--- src/rtl/program_sequencer_pkg.sv ---
// ============================================================================
//  program_sequencer_pkg
//  Shared widths, default watchdog limit and FSM state encoding.
//  Rev 1.0
// ============================================================================
`default_nettype none

package program_sequencer_pkg;
  localparam int ADDR_W = 8;
  localparam int CNT_W  = 16;
  localparam int PTR_W  = 4;   // must be able to hold NUM_PROGS (max 8)
  localparam int IDX_W  = 3;

  localparam logic [CNT_W-1:0] DEFAULT_TIMEOUT = 16'hFFFF;

  typedef enum logic [2:0] {
    IDLE   = 3'd0,
    SELECT = 3'd1,
    LAUNCH = 3'd2,
    RUN    = 3'd3,
    RECORD = 3'd4,
    FINISH = 3'd5
  } seq_state_t;
endpackage

`default_nettype wire

--- src/rtl/prog_slot_picker.sv ---
// ============================================================================
//  prog_slot_picker
//  Finds the lowest-index set mask bit at or above the slot pointer.
//  Rev 1.0
// ============================================================================
`default_nettype none

module prog_slot_picker
  import program_sequencer_pkg::*;
#(
  parameter int NUM_PROGS = 3
) (
  input  logic [NUM_PROGS-1:0] mask,
  input  logic [PTR_W-1:0]     ptr,
  output logic                 found,
  output logic [IDX_W-1:0]     idx
);

  // Scanning downward lets the lowest qualifying slot overwrite the others.
  always_comb begin
    found = 1'b0;
    idx   = '0;
    for (int i = NUM_PROGS - 1; i >= 0; i--) begin
      if (mask[i] && (PTR_W'(i) >= ptr)) begin
        found = 1'b1;
        idx   = IDX_W'(i);
      end
    end
  end

endmodule

`default_nettype wire

--- src/rtl/program_sequencer.sv ---
// ============================================================================
//  program_sequencer
//  Launches enabled program slots on the 8-bit core and times each run.
//  Optional per-slot cycle log enabled by SEQ_PERF_LOG_EN.
//  Rev 1.0
// ============================================================================
`default_nettype none

module program_sequencer
  import program_sequencer_pkg::*;
#(
  parameter int              NUM_PROGS      = 3,
  parameter int              START_CYCLES   = 2,
  parameter logic [CNT_W-1:0] TIMEOUT_CYCLES = DEFAULT_TIMEOUT
) (
  input  logic                        CLK,
  input  logic                        Reset,
  input  logic                        RunReq,
  input  logic [NUM_PROGS-1:0]        ProgMask,
  input  logic [ADDR_W*NUM_PROGS-1:0] ProgAddrs,
  input  logic                        CoreDone,
  output logic                        CoreStart,
  output logic [ADDR_W-1:0]           CoreStartAddr,
  output logic                        Busy,
  output logic                        RunAck,
  output logic [IDX_W-1:0]            CurProg,
  output logic [CNT_W-1:0]            CycleCount,
  output logic                        CountValid,
`ifdef SEQ_PERF_LOG_EN
  input  logic [IDX_W-1:0]            LogIdx,
  output logic [CNT_W-1:0]            LogData,
`endif
  output logic                        TimedOut
);

  localparam int LAUNCH_W = (START_CYCLES > 1) ? $clog2(START_CYCLES) : 1;

  seq_state_t           state, next_state;
  logic [NUM_PROGS-1:0] mask_q;
  logic [PTR_W-1:0]     ptr;
  logic [LAUNCH_W-1:0]  launch_cnt;
  logic [CNT_W-1:0]     run_cnt;
  logic [CNT_W:0]       run_inc;
  logic                 pick_found;
  logic [IDX_W-1:0]     pick_idx;
  logic [IDX_W-1:0]     addr_sel;
  logic [ADDR_W-1:0]    addr_live;
  logic                 accept, launch_last, done_ok, timeout_hit;

  prog_slot_picker #(.NUM_PROGS(NUM_PROGS)) u_picker (
    .mask  (mask_q),
    .ptr   (ptr),
    .found (pick_found),
    .idx   (pick_idx)
  );

  assign accept      = (state == IDLE) && RunReq && !Busy;
  assign launch_last = (launch_cnt == LAUNCH_W'(START_CYCLES - 1));
  assign run_inc     = {1'b0, run_cnt} + (CNT_W + 1)'(1);
  // First RUN cycle (run_cnt == 0) may still see the previous program's done.
  assign done_ok     = CoreDone && (run_cnt != '0);
  assign timeout_hit = (run_inc >= {1'b0, TIMEOUT_CYCLES});
  assign CoreStart   = (state == LAUNCH);

  assign addr_sel = (state == SELECT) ? pick_idx : CurProg;
  always_comb begin
    addr_live = '0;
    for (int i = 0; i < NUM_PROGS; i++) begin
      if (addr_sel == IDX_W'(i)) addr_live = ProgAddrs[i*ADDR_W +: ADDR_W];
    end
  end

  always_comb begin
    next_state = state;
    case (state)
      IDLE:    if (accept) next_state = SELECT;
      SELECT:  next_state = pick_found ? LAUNCH : FINISH;
      LAUNCH:  if (launch_last) next_state = RUN;
      RUN:     if (done_ok || timeout_hit) next_state = RECORD;
      RECORD:  next_state = SELECT;
      FINISH:  next_state = IDLE;
      default: next_state = IDLE;
    endcase
  end

  always_ff @(posedge CLK) begin
    if (Reset) begin
      state         <= IDLE;
      mask_q        <= '0;
      ptr           <= '0;
      launch_cnt    <= '0;
      run_cnt       <= '0;
      CoreStartAddr <= '0;
      Busy          <= 1'b0;
      RunAck        <= 1'b0;
      CurProg       <= '0;
      CycleCount    <= '0;
      CountValid    <= 1'b0;
      TimedOut      <= 1'b0;
    end else begin
      state      <= next_state;
      RunAck     <= 1'b0;
      CountValid <= 1'b0;
      case (state)
        IDLE: begin
          if (accept) begin
            mask_q   <= ProgMask;
            ptr      <= '0;
            TimedOut <= 1'b0;
            Busy     <= 1'b1;
          end else begin
            Busy <= 1'b0;
          end
        end
        SELECT: begin
          launch_cnt <= '0;
          if (pick_found) begin
            CurProg       <= pick_idx;
            CoreStartAddr <= addr_live;
          end
        end
        LAUNCH: begin
          CoreStartAddr <= addr_live;
          launch_cnt    <= launch_cnt + LAUNCH_W'(1);
          run_cnt       <= '0;
        end
        RUN: begin
          run_cnt <= (&run_cnt) ? run_cnt : run_inc[CNT_W-1:0];
          if (!done_ok && timeout_hit) TimedOut <= 1'b1;
        end
        RECORD: begin
          CycleCount <= run_cnt;
          CountValid <= 1'b1;
          ptr        <= PTR_W'(CurProg) + PTR_W'(1);
          for (int i = 0; i < NUM_PROGS; i++) begin
            if (CurProg == IDX_W'(i)) mask_q[i] <= 1'b0;
          end
        end
        FINISH:  RunAck <= 1'b1;
        default: ;
      endcase
    end
  end

`ifdef SEQ_PERF_LOG_EN
  logic [CNT_W-1:0] perf_log [NUM_PROGS];

  always_ff @(posedge CLK) begin
    if (Reset || accept) begin
      for (int i = 0; i < NUM_PROGS; i++) perf_log[i] <= '0;
    end else if (state == RECORD) begin
      for (int i = 0; i < NUM_PROGS; i++) begin
        if (CurProg == IDX_W'(i)) perf_log[i] <= run_cnt;
      end
    end
  end

  always_comb begin
    LogData = '0;
    for (int i = 0; i < NUM_PROGS; i++) begin
      if (LogIdx == IDX_W'(i)) LogData = perf_log[i];
    end
  end
`endif

endmodule

`default_nettype wire

--- config.mk ---
export PLATFORM = sky130hd
export DESIGN_NAME = program_sequencer
export DESIGN_NICKNAME = d
export VERILOG_FILES = /design/src/rtl/program_sequencer_pkg.sv /design/src/rtl/prog_slot_picker.sv /design/src/rtl/program_sequencer.sv
export SDC_FILE = /design/constraint.sdc
export NUM_CORES = 1
export LEC_CHECK = 0
export BUFFER_PORTS_ARGS = -buffer_cell sky130_fd_sc_hd__buf_4
export CORE_MARGIN = 3
export CORE_UTILIZATION = 59
export DETAILED_ROUTE_END_ITERATION = 8
export PLACE_DENSITY_LB_ADDON = 0.3
export SKIP_LAST_GASP = 1
export SYNTH_ARGS = -nofsm -noshare
export SYNTH_HDL_FRONTEND = slang
export SYNTH_SLANG_ARGS = --single-unit
--- constraint.sdc ---
create_clock -name CLK -period 4.8 [get_ports CLK]
set_input_delay 0.24 -clock CLK [delete_from_list [all_inputs] [get_ports CLK]]
set_output_delay 0.24 -clock CLK [all_outputs]
set_load 0.05 [all_outputs]
* Word level (Yosys, flattened, before mapping)
Index checks and enable logic that the tools add are counted.
** Storage, ports and cells
- Logic and storage cells :: 100
- Input bits :: 31
- Output and inout port bits :: 32
- Bits in registers :: 58
** Cells by class
- Add/sub/neg operators :: 3
- Multiplexer cells :: 33
- Magnitude comparators :: 4
- Equality and inequality tests :: 18
- Reduce and logical (&&, ||, !) cells :: 28
** Operator list (count)
- $mux W8 :: 4
- $pmux W16 S2 :: 1
- $mux W3 :: 6
- $add A16 B1 Y17 const B :: 1
- $ge A17 B16 Y1 const B :: 1
- $mux W16 :: 1
- $ne A2 B2 Y1 const B :: 8
- $pmux W8 S2 :: 1
- $reduce_and A16 Y1 :: 1
- $reduce_bool A16 Y1 :: 1
- $pmux W3 S5 :: 1
- $reduce_and A3 Y1 :: 5
- $eq A3 B2 Y1 const B :: 4
- $mux W1 :: 11
- $eq A3 B1 Y1 const B :: 3
- $logic_not A3 Y1 :: 3
- $ge A1 B4 Y1 const A :: 2
- $pmux W4 S2 :: 1
- $reduce_and A2 Y1 :: 4
- $reduce_bool A2 Y1 :: 4
- $logic_and A1 B1 Y1 :: 7
- $eq A3 B3 Y1 const B :: 2
- $mux W2 :: 3
- $pmux W3 S2 :: 1
- 8 further kinds :: 10

* Longest topological paths before layout
Gate-level depths: netlist (run 1).
- Word-level depth :: 12
- Gate-level depth with buffers :: 11
- Depth with buffers taken out :: 8

* By module
A second synthesis (run 1) with hierarchy kept.
** Unflattened totals
- Cell total of the unflattened synthesis :: 389
- Area, all modules :: 3056.7 µm²
** Modules (own cells, without submodules)
- program_sequencer :: instances 1, seq. area each 1161.1 µm², cells each 377, area an instance 2971.6 µm²
- prog_slot_picker :: instances 1, seq. area each 0.0 µm², cells each 12, area an instance 85.1 µm²

* Least setup slack after synthesis (run 1)
OpenSTA, ideal clock, no wires.
- Kind :: register to register
- From :: register run_cnt[1]
- To :: register run_cnt[10]
- Arrival time :: 2.006 ns
- Cell stages (with the launch flop) :: 12
- Data required time :: 4.709 ns
- Setup time :: 0.091 ns
- Path slack :: 2.702 ns
- Period minus slack after synthesis :: 2.098 ns
- Buffers on the path :: 4
- Path through :: dfxtp_1 -> ha_1 -> and3_1 -> buf_2 -> nand4_2 -> or2_1 -> buf_2 -> and2_4 -> buf_6 -> or2_1 -> buf_6 -> a311oi_1
** Between the ends
- Cells in the longest elaborated chain, start to end :: 3
- Elaborated cells between the ends (all ways) :: 6
- Classes of those cells :: 1 x add/sub; 1 x eq/ne; 2 x mux; 2 x reduce/logical
** RTL lines
- start: declaration :: RTL line program_sequencer.sv:42 : logic [CNT_W-1:0] run_cnt;
- start signal: assignment :: RTL line program_sequencer.sv:128 : run_cnt <= (&run_cnt) ? run_cnt : run_inc[CNT_W-1:0];
- $add A16 B1 Y17 or $reduce_and A16 Y1 (tied branches) :: RTL line program_sequencer.sv:59, program_sequencer.sv:128
- $mux W16 or $ne A2 B2 Y1 (tied branches)
- $pmux W16 S2 or $reduce_and A2 Y1 (tied branches)
Parallel ways exist; a longest one is shown, timed or not. The select of a mux whose other input is x is not followed.
A chain may end at the register's enable or synchronous reset.

* Worst setup path in the final report (run 1)
Ends and elaborated chain as after synthesis.

==> results of run 1 <==
cell families after synthesis:
family	synth area share
AND/OR/NAND/NOR	0.278
AO/OA/AOI/OAI	0.221
flip-flops	0.357
buffers and inverters	0.0730
multiplexers	0.0355
adder cells (fa/ha/maj)	0.0279
XOR/XNOR	0.00559
other	0.00120
power by group through the flow:
| stage | registers (µW) | clock network (µW) | logic, µW |
|---|---|---|---|
| finish | 578 | 309 | 602 |
| global route | 587 | 328 | 650 |
| CTS | 577 | 310 | 602 |
| detailed placement | 586 | 0 | 600 |
| global placement | 583 | 0 | 585 |
| floorplan | 690 | 0 | 354 |
flip-flops by register name (all words and copies together) (netlist names):
signal / count
CycleCount: 16
run_cnt: 16
CoreStartAddr: 8
mask_q: 3
ptr: 3
state: 3
CurProg: 2
Busy: 1
CountValid: 1
RunAck: 1
TimedOut: 1
launch_cnt: 1
cell type report:
type	count	area (µm²)
fillers	399	1340
clock inverters	2	35.0
well taps	67	83.8
multi-input cells	296	1790
clock buffers	6	72.6
inverters	8	30.0
flip-flops and latches	56	1120
repair buffers	62	465
placed cells by master (no fill, tap or decap), drive strengths merged, types with 2 or more instances in the layout:
cell type and count:
and2 4, o21ai 11, a21boi 2, nand2 81, a41oi 3, o31ai 2, ha 7, a311oi 15
nor3 15, dfxtp 56, nor2b 2, inv 8, and3 6, nand3b 5, mux2 9, nand4 6
clkbuf 6, xnor2 2, nand4b 2, or2 3, a21oi 41, or3 2, nor4 3, a31oi 5
nand2b 5, buf 62, nor2 30, nand3 14
per-stage QoR:
step | utilization | hold WS (ns) | area (µm²) | power (µW)
after CTS | 0.728 | 0.163 | 3600 | 1490
final | 0.728 | 0.163 | 3600 | 1490
after global routing | 0.728 | 0.173 | 3600 | 1560
after floorplan | - | 0.376 | 3140 | 1040
after detailed placement | 0.707 | 0.447 | 3490 | 1190
after global placement | 0.707 | 0.444 | 3490 | 1170
worst reg2reg max path, cell delays in order (launching register included):
cell and delay, ns:
dfxtp_1 0.51, ha_1 0.44, and3_1 0.34, nand4_2 0.16, or2_1 0.31, and2_4 0.22
or2_1 0.35, a311oi_1 0.30
layer usage:
metal | global-route usage | wire, µm | vias up
met5 | 0 | 0 | -
met4 | 0.0739 | 92 | 0
met3 | 0.0567 | 614 | 10
met2 | 0.407 | 3670 | 129
li1 | - | - | 1452
met1 | 0.342 | 3430 | 1404
final timing paths:
kind	from	endpoint	slack (ns)	cells past startpoint
min	ProgMask[2]	mask_q[2]	0.16	3
min reg2reg	CycleCount[4]	CycleCount[4]	0.46	2
max reg2reg	run_cnt[1]	run_cnt[10]	2.10	7
max	run_cnt[1]	run_cnt[10]	2.10	7
==> impl_results.md, run 1 <==
* Status: finished, final reports clean
* Post-synth top flop: dfxtp_1
* Setup Crit Path Kind: reg2reg
* Max_slew headroom at 0.190
* IO Pins at 63
* Final Hold Fails at 0
* Placeable Area at 0.00494 mm²
* Placed Cells at between 400 and 500
* Setup TNS at 0 ns
* Clk sinks at 56
* Mapped cell area at roughly 0.0031 mm²
* Yosys warning count at 0
* WP buf/inv at 0
* Die H at 78.9 µm
* Rows at 25
* Via count at 2995
* Hold Buf Count CTS at 0
* Leakage at ~0.0013 µW
* Slew @ Worst Pin at 1.21 ns
* Syn nets at 436
* CP startpoint kind: register
* Clock latency on the worst-skew pair at 0.32 ns
* Top-count cell post-synth: nand2_1
* Ant diodes at 0
* Final period util at 0.563
* Sequential-to-total area share from yosys stat at 0.357
* HPWL Detailed at 5560 µm
* Clock root cell: clkbuf_8
* Initial antenna violation count at 0
* Grt total ovfl at 0
* Internal power at 871 µW
* Largest net degree at the start of global routing at 56
* Yosys reg bits at between 50 and 60
* WP data required at between 5 and 6 ns
* Syn_area_per_cell at roughly 7.9 µm²
* Fin nets at ~470
* CP Data Arrival Time at roughly 2.9 ns
* Number of synthesized flops with an enable pin at 0
* Power per cell area at 414 mW/mm²
* Vias per cell at roughly 6.0
* Iteration-0 DRC count of the detailed router at 248
* Share of flip-flops with an asynchronous set or reset at 0
* CP max-delay cell: dfxtp_1
* Post-CTS sizing at 0
* Area contributors post-synth: dfxtp_1 36%, nand2_1 9.7%, a21oi_1 6.4%, a311oi_2 6.2%, nor2_1 3.6%
* Total track usage at 0.253
* Vias in the first global route at about 2700
* Synth area leader: dfxtp_1
* Drt wl/cell at 15.7 µm
* Post-Route Skew at 0.00586 ns
* Drt total wl at just under 8000 µm
* RSZ-0062 raised after global routing: no
* Global-route wire length before repair at roughly 13000 µm
* Slew Limit Fails at 0
* Die X at between 70 and 80 µm
* Clock transition at path regs at 0.10 ns
* Share of the synthesized area in the top cell type at 0.357
* Worst-path fanout max at 11
* Drt first pass iters at 5
* Tmin final at 2.70 ns
* Starting Density at 0.635
* Net Sw Frac at 0.415
* Hold WC Path Type: in2reg
* Distinct cell type count after synthesis at approximately 60
* Commonest cells in the netlist: 81 x nand2_1, 56 x dfxtp_1, 40 x a21oi_1
* Max-cap viol count at 0
* CTS Buffer Depth at 2
* CP Cell Sequence: ha_1 -> and3_1 -> nand4_2 -> or2_1 -> and2_4 -> or2_1 -> a311oi_1
* Setup Viol. Count Final at 0
* P_sw at 617 µW
* CTS tree: done
* CP top delay family: simple AND/OR/NAND/NOR gates
* Comb pwr share at 0.404
* I/O Buffers at 61
* Crit. End Element: register
* Fin cells at 497
* CP max stage delay at ~0.51 ns
* IR drop worst, VDD at 330 µV
* Clk pwr share at 0.208
* Maximum operating frequency at 370 MHz
* CTS buffer count at 5
* Layout area overhead at 14.8%
* Fraction of layout cells with a size suffix above 1 at 0.214
* Setup ws final at 2.10 ns
* Cells after Synth at ~400
* H-tree Lvls at 2
* Post-CTS Setup Inserts at 0
* Antenna viol nets, final at 0
* Seq pwr share at 0.388
* CP most frequent cell: or2_1
* Die area at 0.00623 mm²
* Post-route DRC violation count at 0
* Routability congestion estimate at 0.945
* Setup WS pre-CTS at 2.19 ns
Note: power is estimated with default switching activity, not from simulation.
==> run 2: changes to the inputs <==
- CORE_UTILIZATION: 59 -> 55
- clock period: 4.8 -> 2.59 ns (I/O delays scaled with it)
==> impl_results.md, run 2 (synthesis results as in run 1) <==
* Iteration-0 DRC count of the detailed router at approximately 230
* Rows at 26
* Max_slew headroom at 0.548
* Final Hold Fails at 0
* Placeable Area at around 0.0053 mm²
* Antenna viol nets, final at 0
* WP data required at 2.81 ns
* CP startpoint kind: register
* Clk sinks at 56
* Commonest non-fill, non-tap cells in the layout: 81 x nand2_1, 74 x buf_4, 54 x dfxtp_1, 40 x a21oi_1, 30 x nor2_1
* Fin nets at between 400 and 500
* Hold Buf Count CTS at 0
* HPWL Detailed at 5620 µm
* CP Data Arrival Time at 2.54 ns
* I/O Buffers at 61
* Setup TNS at 0 ns
* Crit path from: run_cnt[1]
* Tmin final at 2.33 ns
* Total track usage at 0.247
* Die area at approximately 0.0066 mm²
* Starting Density at 0.592
* Maximum operating frequency at about 430 MHz
* Slew Limit Fails at 0
* Clock root cell: clkbuf_8
* Final Util at 0.700
* Global-route wire length before repair at 13000 µm
* IO Pins at 63
* Total power at 2840 µW
* Status: finished, final reports clean
* Clock transition at path regs at 0.10 ns
* Post-route DRC violation count at 0
* Vias in the first global route at 2801
* Placed Instance Area at between 0.003 and 0.004 mm²
* Layout area overhead at 18.3%
* Setup WS pre-CTS at 0.222 ns
* Die X at 81.5 µm
* H-tree Lvls at 2
* CTS Buffer Depth at 2
* Routability congestion estimate at 0.952
* RSZ-0062 raised after global routing: no
* Slew @ Worst Pin at roughly 0.68 ns
* Drt total wl at roughly 7800 µm
* Final period util at 0.898
* Via count at 2973
* Setup Viol. Count Final at 0
* IR drop worst, VDD at 695 µV
* CTS tree: done
* Cells on worst reg2reg path at 7
* Leakage at 0.00138 µW
* Clock latency on the worst-skew pair at 0.32 ns
* Drt wl/cell at 15.1 µm
* Max-cap viol count at 0
* Hold WC Path Type: in2reg
* Fraction of layout cells with a size suffix above 1 at 0.242
* Crit path to: run_cnt[14]
* Reg-to-reg critical path endpoint: run_cnt[14]
* Design Area, Final at 0.00371 mm²
* Reg2reg start: run_cnt[1]
* Ant diodes at 0
* Power per cell area at 765 mW/mm²
* Post-Route Skew at 0.00577 ns
* Worst R2R Setup Slack at 0.26 ns
* Worst-path fanout max at 11
* Most common cell after layout, fill and taps aside: nand2_1
* Setup Crit Path Kind: reg2reg
* Fillers at ~440
* Grt total ovfl at 0
* Initial antenna violation count at 0
* Largest registers: CycleCount x16, run_cnt x16, CoreStartAddr x8
* Vias per cell at 5.81
* Die H at 81.5 µm
* Post-CTS Setup Inserts at 0
* Setup ws final at 0.263 ns
* Crit. End Element: register
* Largest net degree at the start of global routing at 38
* Drt first pass iters at 5
* CTS buffer count at 5
-- run 2: worst min-delay path by stage --
stage / slack (ns) / startpoint / to / depth (start not counted)
finish: 0.06 / ProgMask[2] / mask_q[2] / 3
floorplan: 0.27 / ProgMask[1] / mask_q[1] / 2
global placement: 0.38 / ProgMask[1] / mask_q[1] / 3
detailed placement: 0.39 / ProgMask[2] / mask_q[2] / 3
global route: 0.06 / ProgMask[2] / mask_q[2] / 3
CTS: 0.05 / ProgMask[2] / mask_q[2] / 3
-- run 2: per-stage QoR --
| stage | std cells | hold WS, ns |
|---|---|---|
| floorplan | 398 | 0.265 |
| global placement | 504 | 0.380 |
| detailed placement | 504 | 0.386 |
| CTS | 512 | 0.0537 |
| global route | 512 | 0.0639 |
| finish | 512 | 0.0557 |
-- run 2: per-layer routing --
metal	routed length [µm]	part of all wire	vias up	GRT usage
met1	3380	0.44	1352	0.328
met3	614	0.079	14	0.0570
met2	3650	0.47	125	0.397
met4	109	0.014	0	0.0794
met5	0	0	-	0
li1	-	-	1482	-
-- run 2: report_power, final --
| part | switching [µW] | internal (µW) | leakage, µW |
|---|---|---|---|
| Sequential | 73.8 | 967 | 0.000454 |
| Clock | 296 | 317 | 0.0000614 |
| Combinational | 790 | 395 | 0.000866 |
-- run 2: layout make-up --
type,count,area (µm²),area share
well taps,70,87.6,0.0236
clock buffers,6,82.6,0.0223
inverters,8,30.0,0.00809
clock inverters,2,38.8,0.0105
multi-input cells,296,1790,0.483
repair buffers,74,556,0.150
flip-flops and latches,56,1120,0.303
-- run 2: what timing repair did --
action	4_1_cts	5_1_grt
hold endpoints to repair	0	0
gates resized for setup	0	2
setup endpoints to repair	0	1
-- run 2: worst max-delay path, stage by stage (launching register included) --
cell      delay (ns)
dfxtp_2         0.43
ha_1            0.19
and3_1          0.28
nand4_2         0.12
or2_1           0.30
and2_4          0.22
or2_1           0.35
a311oi_2        0.33
